**src/rtl/mac_inverse_div_pkg.sv**
```systemverilog
// Shared constants and types for the MAC inverse divider.
package mac_inverse_div_pkg;

  localparam int WIDTH     = 8;
  localparam int OUT_WIDTH = 2 * WIDTH;

  typedef enum logic [1:0] {
    IDLE = 2'd0,
    SUB  = 2'd1,
    DIV  = 2'd2,
    DONE = 2'd3
  } state_t;

  typedef struct packed {
    logic div_zero;
    logic underflow;
    logic overflow;
    logic exact;
  } flags_t;

endpackage

```
**src/rtl/div_step.sv**
```systemverilog
// One restoring-division step: shift in a dividend bit, subtract the divisor if it fits.
module div_step #(
  parameter int WIDTH = mac_inverse_div_pkg::WIDTH
) (
  input  logic [WIDTH:0]   i_rem,
  input  logic             i_bit,
  input  logic [WIDTH-1:0] i_div,
  output logic [WIDTH:0]   o_rem,
  output logic             o_q
);

  localparam int RW = WIDTH + 1;

  logic [WIDTH+1:0] w_shift;
  logic [WIDTH+1:0] w_div_ext;

  // The shifted remainder gets one extra bit so the compare can never wrap.
  assign w_shift   = {i_rem, i_bit};
  assign w_div_ext = {2'b00, i_div};
  assign o_q       = (w_shift >= w_div_ext);
  assign o_rem     = o_q ? RW'(w_shift - w_div_ext) : RW'(w_shift);

endmodule

```
**src/rtl/mac_inverse_div.sv**
```systemverilog
// Recovers A from DATA_IN = A*B + C as (DATA_IN - C) / B, one quotient bit per cycle.
module mac_inverse_div #(
  parameter int WIDTH     = mac_inverse_div_pkg::WIDTH,
  parameter int OUT_WIDTH = mac_inverse_div_pkg::OUT_WIDTH
) (
  input  logic                 clk,
  input  logic                 rst_n,
  input  logic                 in_valid,
  output logic                 in_ready,
  input  logic [OUT_WIDTH-1:0] DATA_IN,
  input  logic [WIDTH-1:0]     B,
  input  logic [WIDTH-1:0]     C,
  output logic                 out_valid,
  input  logic                 out_ready,
  output logic [WIDTH-1:0]     A_out,
  output logic [WIDTH-1:0]     rem_out,
  output logic                 div_zero,
  output logic                 underflow,
  output logic                 overflow,
  output logic                 exact
);

  import mac_inverse_div_pkg::*;

  localparam int               CNT_W     = $clog2(OUT_WIDTH + 1);
  localparam logic [CNT_W-1:0] LAST_STEP = CNT_W'(OUT_WIDTH - 1);

  state_t               r_state;
  logic [OUT_WIDTH-1:0] r_dividend;
  logic [WIDTH-1:0]     r_b;
  logic [WIDTH-1:0]     r_c;
  logic [WIDTH:0]       r_rem;
  logic [OUT_WIDTH-2:0] r_quot;
  logic [CNT_W-1:0]     r_cnt;
  logic                 r_out_valid;
  logic [WIDTH-1:0]     r_a_out;
  logic [WIDTH-1:0]     r_rem_out;
  flags_t               r_flags;

  logic [OUT_WIDTH:0]   w_diff;
  logic [WIDTH:0]       w_step_rem;
  logic                 w_step_q;
  logic [OUT_WIDTH-1:0] w_quot;
  logic                 w_ovf;

  // Borrow out of the extra top bit means DATA_IN < C.
  assign w_diff = {1'b0, r_dividend} - {{(OUT_WIDTH + 1 - WIDTH){1'b0}}, r_c};

  div_step #(.WIDTH(WIDTH)) u_div_step (
    .i_rem (r_rem),
    .i_bit (r_dividend[OUT_WIDTH-1]),
    .i_div (r_b),
    .o_rem (w_step_rem),
    .o_q   (w_step_q)
  );

  // Full quotient including the bit produced this cycle; its top half flags overflow.
  assign w_quot = {r_quot, w_step_q};
  assign w_ovf  = |w_quot[OUT_WIDTH-1:WIDTH];

  // Control FSM, divider datapath and registered result.
  // NOTE: non-blocking assignments throughout, so every register samples pre-edge values.
  always_ff @(posedge clk or negedge rst_n) begin
    if (!rst_n) begin
      // NOTE: datapath registers are reset too; the result must read 0 after reset.
      r_state     <= IDLE;
      r_dividend  <= '0;
      r_b         <= '0;
      r_c         <= '0;
      r_rem       <= '0;
      r_quot      <= '0;
      r_cnt       <= '0;
      r_out_valid <= 1'b0;
      r_a_out     <= '0;
      r_rem_out   <= '0;
      r_flags     <= '0;
    end else begin
      case (r_state)
        IDLE: begin
          if (in_valid) begin
            r_dividend <= DATA_IN;
            r_b        <= B;
            r_c        <= C;
            r_state    <= SUB;
          end
        end
        SUB: begin
          if (r_b == '0) begin
            r_flags     <= '{div_zero: 1'b1, underflow: 1'b0, overflow: 1'b0, exact: 1'b0};
            r_a_out     <= '0;
            r_rem_out   <= '0;
            r_out_valid <= 1'b1;
            r_state     <= DONE;
          end else if (w_diff[OUT_WIDTH]) begin
            r_flags     <= '{div_zero: 1'b0, underflow: 1'b1, overflow: 1'b0, exact: 1'b0};
            r_a_out     <= '0;
            r_rem_out   <= '0;
            r_out_valid <= 1'b1;
            r_state     <= DONE;
          end else begin
            r_dividend <= w_diff[OUT_WIDTH-1:0];
            r_rem      <= '0;
            r_quot     <= '0;
            r_cnt      <= '0;
            r_state    <= DIV;
          end
        end
        DIV: begin
          r_dividend <= r_dividend << 1;
          r_rem      <= w_step_rem;
          r_quot     <= w_quot[OUT_WIDTH-2:0];
          r_cnt      <= r_cnt + CNT_W'(1);
          if (r_cnt == LAST_STEP) begin
            r_a_out     <= w_ovf ? '1 : w_quot[WIDTH-1:0];
            r_rem_out   <= w_step_rem[WIDTH-1:0];
            r_flags     <= '{div_zero: 1'b0, underflow: 1'b0, overflow: w_ovf,
                             exact: (!w_ovf && (w_step_rem == '0))};
            r_out_valid <= 1'b1;
            r_state     <= DONE;
          end
        end
        DONE: begin
          if (out_ready) begin
            r_out_valid <= 1'b0;
            r_state     <= IDLE;
          end
        end
        default: r_state <= IDLE;
      endcase
    end
  end

  assign in_ready  = (r_state == IDLE);
  assign out_valid = r_out_valid;
  assign A_out     = r_a_out;
  assign rem_out   = r_rem_out;
  assign div_zero  = r_flags.div_zero;
  assign underflow = r_flags.underflow;
  assign overflow  = r_flags.overflow;
  assign exact     = r_flags.exact;

endmodule
```
**config.mk**
```make
export PLATFORM = sky130hd
export DESIGN_NAME = mac_inverse_div
export DESIGN_NICKNAME = d
export VERILOG_FILES = /design/src/rtl/mac_inverse_div_pkg.sv /design/src/rtl/div_step.sv /design/src/rtl/mac_inverse_div.sv
export SDC_FILE = /design/constraint.sdc
export NUM_CORES = 1
export LEC_CHECK = 0
export CORE_UTILIZATION = 40
export CTS_CLUSTER_DIAMETER = 50
export DETAILED_ROUTE_END_ITERATION = 16
export PLACE_DENSITY_LB_ADDON = 0.12
export SKIP_LAST_GASP = 1
export SLEW_MARGIN = 40
export SYNTH_ARGS = -nofsm -noshare
export SYNTH_HDL_FRONTEND = slang
export SYNTH_SLANG_ARGS = --single-unit
```
**constraint.sdc**
```tcl
create_clock -name clk -period 2.65 [get_ports clk]
set_input_delay 0.265 -clock clk [delete_from_list [all_inputs] [get_ports clk]]
set_output_delay 0.265 -clock clk [all_outputs]
set_load 0.03 [all_outputs]
```
==> out/summary.txt, run 1 <==
Status - finished with violations
Failing checks - negative setup slack
Worst skew pair latency - 0.35 ns
Mapped Cells - 547
Fin. max-slew vios - 0
Row Count - 40
Leak Pwr - 2.823 nW
Req. time, crit path - 2.89 ns
Number of synthesized flops with an enable pin - 0
Final #Nets - 689
Sw Share - 0.4343
GRT overflow - 0
CTS clk-pin slew, worst paths - 0.06 ns
CTS H-tree lvls - 3
Layout cell share with drive strength beyond 1 - 0.1975
Post-Synth Adder-Cell Area - 0.06545
Reg-to-reg endpoint - rem_out[3]$_DFFE_PN0P_
Crit path max fanout - 5
Via/cell ratio - 5.283
Synthesized area per cell - 9.156 µm²
Inserted Diodes - 0
P_sw - 0.003955 W
Max-Slew Margin vs Limit - 0.4527
Routed via count - 4232
Place WS - -0.05553 ns
Largest cells by area after synthesis - dfrtp_1 (42%), o21ai_0 (6.8%), mux2_2 (6.1%)
Setup crit start - r_dividend[0]$_DFFE_PN0P_
Sequential power share - 0.222
DR pass1 iterations - 6
Drt initial violations - 210
R2r worst-path depth - 12
I/O Pins - 58
Final Hold Fails - 0
Min-Delay Path Class - in2async
Max Cap Violations - 0
Die area - 12970 µm²
Sequential share of the synthesized area - 0.4197
Tmin final - 2.699 ns
Compound-gate portion of the synthesized area - 0.1739
Crit path kind - reg2reg
Simple-Gate Fraction of Synth Area - 0.1574
DRC - 0
Largest net degree at the start of global routing - 52
Starting Density - 0.4135
Fmax - 370.5 MHz
YS warnings - 0
Die width - 113.9 µm
Internal Pwr Total - 0.005152 W
Critical path endpoint - rem_out[3]$_DFFE_PN0P_
Total GRT Usage - 0.2032
Critical Path End Type - register
RSZ-0062 raised after global routing - true
CP Launch Type - register
Cts bufs inserted - 9
Maximum vdd drop - 0.0006335 V
Pwr dens - 1392 nW/µm²
Combinational Power Share - 0.623
Most frequent cell after synthesis - dfrtp_1
R2R Setup Slk - -0.05 ns
Post-Syn Nets - 608
Skew final - 0.01003 ns
Top FF cell, synth - dfrtp_1
Cell area after synthesis - 5009 µm²
HPWL after detailed placement - 8827 µm
Fin crit share - 1.018
Post-layout worst setup margin - -0.04879 ns
Clock sink count - 84
Routed wl met3 - 467 µm
Placed insts - 771
Worst path buffer plus inverter count - 4
Slew @ Worst Pin - 0.8107 ns
Synth area leader - dfrtp_1
CTS tree - built
Total detailed-routing wirelength - 12740 µm
Seq cells post-synth - 84
CTS root buffer - clkbuf_16
Slowest cell on crit path - dfrtp_1
CORE AREA - 12110 µm²
WP depth - 12
Asr flop ratio synth - 1.000
Vias in the first global route - 3965
Die Height - 113.9 µm
Setup violations, final - 6
Most frequent cells after synthesis - dfrtp_1 (84), nand2_1 (80), o21ai_0 (68)
Initial antenna violation count - 0
XOR/XNOR Fraction of Synth Area - 0.01749
Placer Congestion - 0.8093
Distinct cell type count after synthesis - 58
Uppermost routed layer - met4
Reg2reg start - r_dividend[0]$_DFFE_PN0P_
CP max stage delay - 0.38 ns
PortBufs - 57
CP top delay family - compound AO/OA/AOI/OAI gates
Clock power frac - 0.156
Non-Filler Instances - 801
Metal2 WL - 6013 µm
Post-synthesis mux area share - 0.1087
Wirelength per Cell - 15.90 µm
Worst Path Arrival - 2.94 ns
First-pass GRT wire length - 20300 µm
Worst-case clock buffer depth - 2
Yosys top cell area share - 0.4197
P&R area growth vs syn - 30.60%
Post-route ant nets - 0
Met1 Wirelength - 6059 µm
Critical Path, Cell by Cell - inv_2 > ha_4 > inv_2 > fa_2 > a21o_1 > a21oi_2 > o21ai_2 > a21o_1 > a311oi_4 > buf_12 > buf_8 > mux2_4
Largest family of logic cells by synthesized area - compound AO/OA/AOI/OAI gates
[worst min-delay path by stage]
stage / startpoint / endpoint / slack (ns) / depth (start not counted)
after floorplan: rst_n / A_out[0]$_DFFE_PN0P_ / -0.03 / 0
after global placement: rst_n / r_b[6]$_DFFE_PN0P_ / 0.26 / 1
after detailed placement: rst_n / r_b[6]$_DFFE_PN0P_ / 0.27 / 1
after CTS: rst_n / r_b[5]$_DFFE_PN0P_ / 0.43 / 2
after global routing: rst_n / r_b[5]$_DFFE_PN0P_ / 0.46 / 2
final: rst_n / rem_out[1]$_DFFE_PN0P_ / 0.43 / 2
[area by class of cell]
type                    instances  area (µm²)
fillers                      1146        5570
multi-input cells             392        2725
flip-flops and latches         84        2102
repair buffers                 97        1003
clock buffers                  11       252.7
well taps                     168       210.2
inverters                      44       165.2
clock inverters                 5       82.58
[power by group through the flow]
stage,logic [W],clock network (W),registers [W]
after floorplan,0.00349,0,0.00202
after global placement,0.00491,0,0.00201
after detailed placement,0.00496,0,0.00203
after CTS,0.00503,0.00146,0.00200
after global routing,0.00619,0.00150,0.00208
final,0.00567,0.00142,0.00202
[state kept, by name (all words and copies together), names as in the netlist]
register and flops:
r_state 2, r_quot 15, overflow 1, A_out 8, div_zero 1, r_cnt 5
r_rem 9, r_b 8, out_valid 1, r_dividend 16, r_c 8, exact 1
underflow 1, rem_out 8
[logic make-up (layout without fill, tap and decap cells)]
group           Yosys count  count (layout)
compound gates          143             143
flops                    84              84
simple gates            166             166
xor+xnor                 10              10
fa+ha+maj                25              25
mux                      48              48
buf+inv                  71             157
[layout by cell type, fill, tap and decap left out, types with 7 or more instances in the layout]
| master | instances |
|---|---|
| o22ai_1 | 7 |
| clkbuf_16 | 11 |
| mux2_4 | 8 |
| mux2_2 | 25 |
| mux2i_1 | 14 |
| nand2_1 | 76 |
| nor4_1 | 7 |
| o21ai_0 | 61 |
| clkdlybuf4s50_1 | 56 |
| buf_4 | 28 |
| dfrtp_1 | 84 |
| inv_1 | 40 |
| ha_1 | 21 |
| nand3_1 | 10 |
| a21oi_1 | 22 |
| nor2_1 | 28 |
[what timing repair did]
action                                 in CTS  in global routing
setup endpoints to repair                  18                 64
pin swaps                                   0                 11
gates cloned                                0                  3
setup buffers                               1                 11
gates resized for setup                     3                 40
endpoints found under the hold margin      33                  0
hold buffers                                1                  0
[metal layers]
layer  global-route usage  vias up
met4              0.08918        0
li1                     -     2075
met2               0.3248      100
met3              0.03294       11
met5                    0        -
met1               0.2728     2046
[per-stage QoR]
| stage | hold slack (ns) | util | instance area (µm²) | setup TNS [ns] | power [W] |
|---|---|---|---|---|---|
| floorplan | -0.03059 | - | 5024 | -0.04573 | 0.005508 |
| global route | 0.4605 | 0.5401 | 6541 | -3.084 | 0.009771 |
| global placement | 0.2572 | 0.4892 | 5924 | -0.004153 | 0.006928 |
| CTS | 0.4344 | 0.5191 | 6287 | -0.07957 | 0.008495 |
| finish | 0.4283 | 0.5401 | 6541 | -0.2646 | 0.009107 |
| detailed placement | 0.2664 | 0.4892 | 5924 | -0.3756 | 0.006984 |
Note: power is estimated with default switching activity, not from simulation.
==> run 2: changes to the inputs <==
--- a/config.mk
+++ b/config.mk
@@ -5,7 +5,7 @@
 export SDC_FILE = /design/constraint.sdc
 export NUM_CORES = 1
 export LEC_CHECK = 0
-export CORE_UTILIZATION = 40
+export CORE_UTILIZATION = 51
 export CTS_CLUSTER_DIAMETER = 50
 export DETAILED_ROUTE_END_ITERATION = 16
 export PLACE_DENSITY_LB_ADDON = 0.12
==> constraint.sdc (replaced) <==
create_clock -name clk -period 2.65 [get_ports clk]
set_input_delay 0.265 -clock clk [delete_from_list [all_inputs] [get_ports clk]]
set_output_delay 0.265 -clock clk [all_outputs]
set_load 0.005 [all_outputs]
==> out/summary.txt, run 2 (same netlist as run 1, synthesis figures left out) <==
Drt initial violations - 158 (-25%)
RSZ-0062 raised after global routing - true
Commonest cells after routing, fill and taps aside - dfrtp_1 (84), nand2_1 (80), o21ai_0 (67)
Skew final - 0.009515 ns (-0.0005187 ns)
Row Count - 35 (-13%)
Total GRT Usage - 0.2450 (+0.04179)
I/O Pins - 58 (unchanged)
Commonest non-fill, non-tap cell in the layout - dfrtp_1
Post-route setup TNS - -0.4392 ns (-0.1747 ns)
Inserted Diodes - 0 (unchanged)
Die area - 10220 µm² (-21%)
Max Cap Violations - 0 (unchanged)
Pwr dens - 1306 nW/µm² (-6.2%)
Leak Pwr - 2.680 nW (-5.1%)
Slew @ Worst Pin - 0.5717 ns (-0.2389 ns)
Min-Delay Path Class - in2async
Placer Congestion - 0.9005 (+11%)
Post-layout util - 0.6634 (+0.1233)
Final Hold Fails - 0 (unchanged)
P&R area growth vs syn - 24.13%
CTS clk-pin slew, worst paths - 0.08 ns (+0.02 ns)
HPWL after detailed placement - 8249 µm (-6.6%)
Post-route cell area - 6217 µm² (-5.0%)
Failing checks - negative setup slack
Critical path endpoint - rem_out[7]$_DFFE_PN0P_
CTS H-tree lvls - 3 (unchanged)
Max reg flops - 16 (unchanged)
R2r worst-path depth - 12 (unchanged)
Max-Slew Margin vs Limit - 0.6188 (+0.1662)
Req. time, crit path - 2.89 ns (about the same)
DRC - 0 (unchanged)
Total detailed-routing wirelength - 11720 µm (-8.0%)
Post-route ant nets - 0 (unchanged)
Fill count - 808 (-29%)
Cts bufs inserted - 9 (unchanged)
CORE AREA - 9371 µm² (-23%)
Worst skew pair latency - 0.36 ns (about the same)
First-pass GRT wire length - 19530 µm (-3.8%)
Worst Path Arrival - 2.96 ns (+0.02 ns)
Fin crit share - 1.026 (+0.007696)
Status - finished with violations
Worst-case clock buffer depth - 2 (unchanged)
Maximum vdd drop - 0.0006260 V (-1.2%)
CP Launch Type - register
Die Height - 101.1 µm (-11%)
Initial antenna violation count - 0 (unchanged)
Layout cell share with drive strength beyond 1 - 0.1667 (-0.03081)
Largest net degree at the start of global routing - 44 (-15%)
Routed via count - 4157 (-1.8%)
R2R Setup Slk - -0.07 ns (-0.02 ns)
Vias in the first global route - 4083 (+3.0%)
CTS root buffer - clkbuf_8
CTS tree - built
Crit path kind - reg2reg
Setup violations, final - 8 (+2)
Final #Nets - 681 (-1.2%)
Largest Register - r_dividend
Starting Density - 0.5344 (+0.1209)
Setup crit start - r_dividend[0]$_DFFE_PN0P_
Clock sink count - 84 (unchanged)
Wirelength per Cell - 15.56 µm (-2.2%)
DR pass1 iterations - 4 (-2)
Tmin final - 2.719 ns (+0.02039 ns)
Top Registers - r_dividend x16, r_quot x15, r_rem x9
Fin. max-slew vios - 0 (unchanged)
Critical Path End Type - register
Via/cell ratio - 5.521 (+4.5%)
Reg2reg start - r_dividend[0]$_DFFE_PN0P_
PortBufs - 57 (unchanged)
Crit path max fanout - 6 (+1)
Area post-placement - 5853 µm² (-1.2%)
Place WS - -0.007720 ns (+0.04781 ns)
Die width - 101.1 µm (-11%)
Total Power Consumption - 0.008117 W (-11%)
Reg-to-reg endpoint - rem_out[7]$_DFFE_PN0P_
Fmax - 367.8 MHz (-0.75%)
Post-layout worst setup margin - -0.06919 ns (-0.02039 ns)
GRT overflow - 0 (unchanged)
==> run 2: worst max-delay path: stages (launching register included) <==
cell	delay [ns]
dfrtp_1	0.39
inv_2	0.08
ha_4	0.14
inv_2	0.04
fa_2	0.34
a21o_1	0.23
a21oi_4	0.20
o21ai_2	0.09
a21o_1	0.20
a311oi_4	0.30
buf_6	0.17
buf_12	0.13
mux2_4	0.30
==> run 2: metal layers <==
metal,vias up,share of wire,wire length (µm),track usage
li1,2066,-,-,-
met1,1977,0.49,5772,0.3521
met2,93,0.45,5259,0.3783
met3,21,0.039,461,0.04438
met4,0,0.019,222,0.07358
met5,-,0,0,0
==> run 2: how the worst min path moves through the flow <==
| stage | from | endpoint | slack, ns | cells past startpoint |
|---|---|---|---|---|
| floorplan | rst_n | A_out[0]$_DFFE_PN0P_ | -0.03 | 0 |
| global placement | rst_n | r_b[7]$_DFFE_PN0P_ | 0.30 | 1 |
| detailed placement | rst_n | r_b[7]$_DFFE_PN0P_ | 0.30 | 1 |
| CTS | rst_n | r_dividend[2]$_DFFE_PN0P_ | 0.46 | 2 |
| global route | DATA_IN[5] | r_dividend[5]$_DFFE_PN0P_ | 0.47 | 3 |
| finish | rst_n | r_b[7]$_DFFE_PN0P_ | 0.45 | 2 |
==> run 2: what timing repair did <==
action / CTS / global route
cloned: 0 / 1
hold endpoints to repair: 41 / 0
buffers inserted: 3 / 4
setup endpoints to repair: 11 / 64
gates resized for setup: 3 / 21
pin swaps: 0 / 8
hold buffers: 1 / 0
==> run 2: final cells by class <==
type | count | area [µm²] | area share
multi-input combinational | 392 | 2693 | 0.4331
tap | 129 | 161.4 | 0.02596
clock inverter | 5 | 62.56 | 0.01006
inverter | 44 | 165.2 | 0.02656
clock buffer | 10 | 127.6 | 0.02053
sequential | 84 | 2102 | 0.3381
timing repair buffer | 89 | 905.9 | 0.1457
==> run 2: through the flow <==
step	hold WS, ns	std cells
2_1_floorplan	-0.03059	547
3_3_place_gp	0.2974	729
3_5_place_dp	0.3012	729
4_1_cts	0.4551	748
5_1_grt	0.4746	753
6_report	0.4476	753
==> run 2: report_power, final <==
part	leakage (nW)	internal, W	switching [W]	total [W]
combinational	1.49	0.00240	0.00280	0.00520
clock	0.0890	0.000436	0.000473	0.000909
sequential	1.10	0.00166	0.000346	0.00200
total	2.68	0.00449	0.00362	0.00812
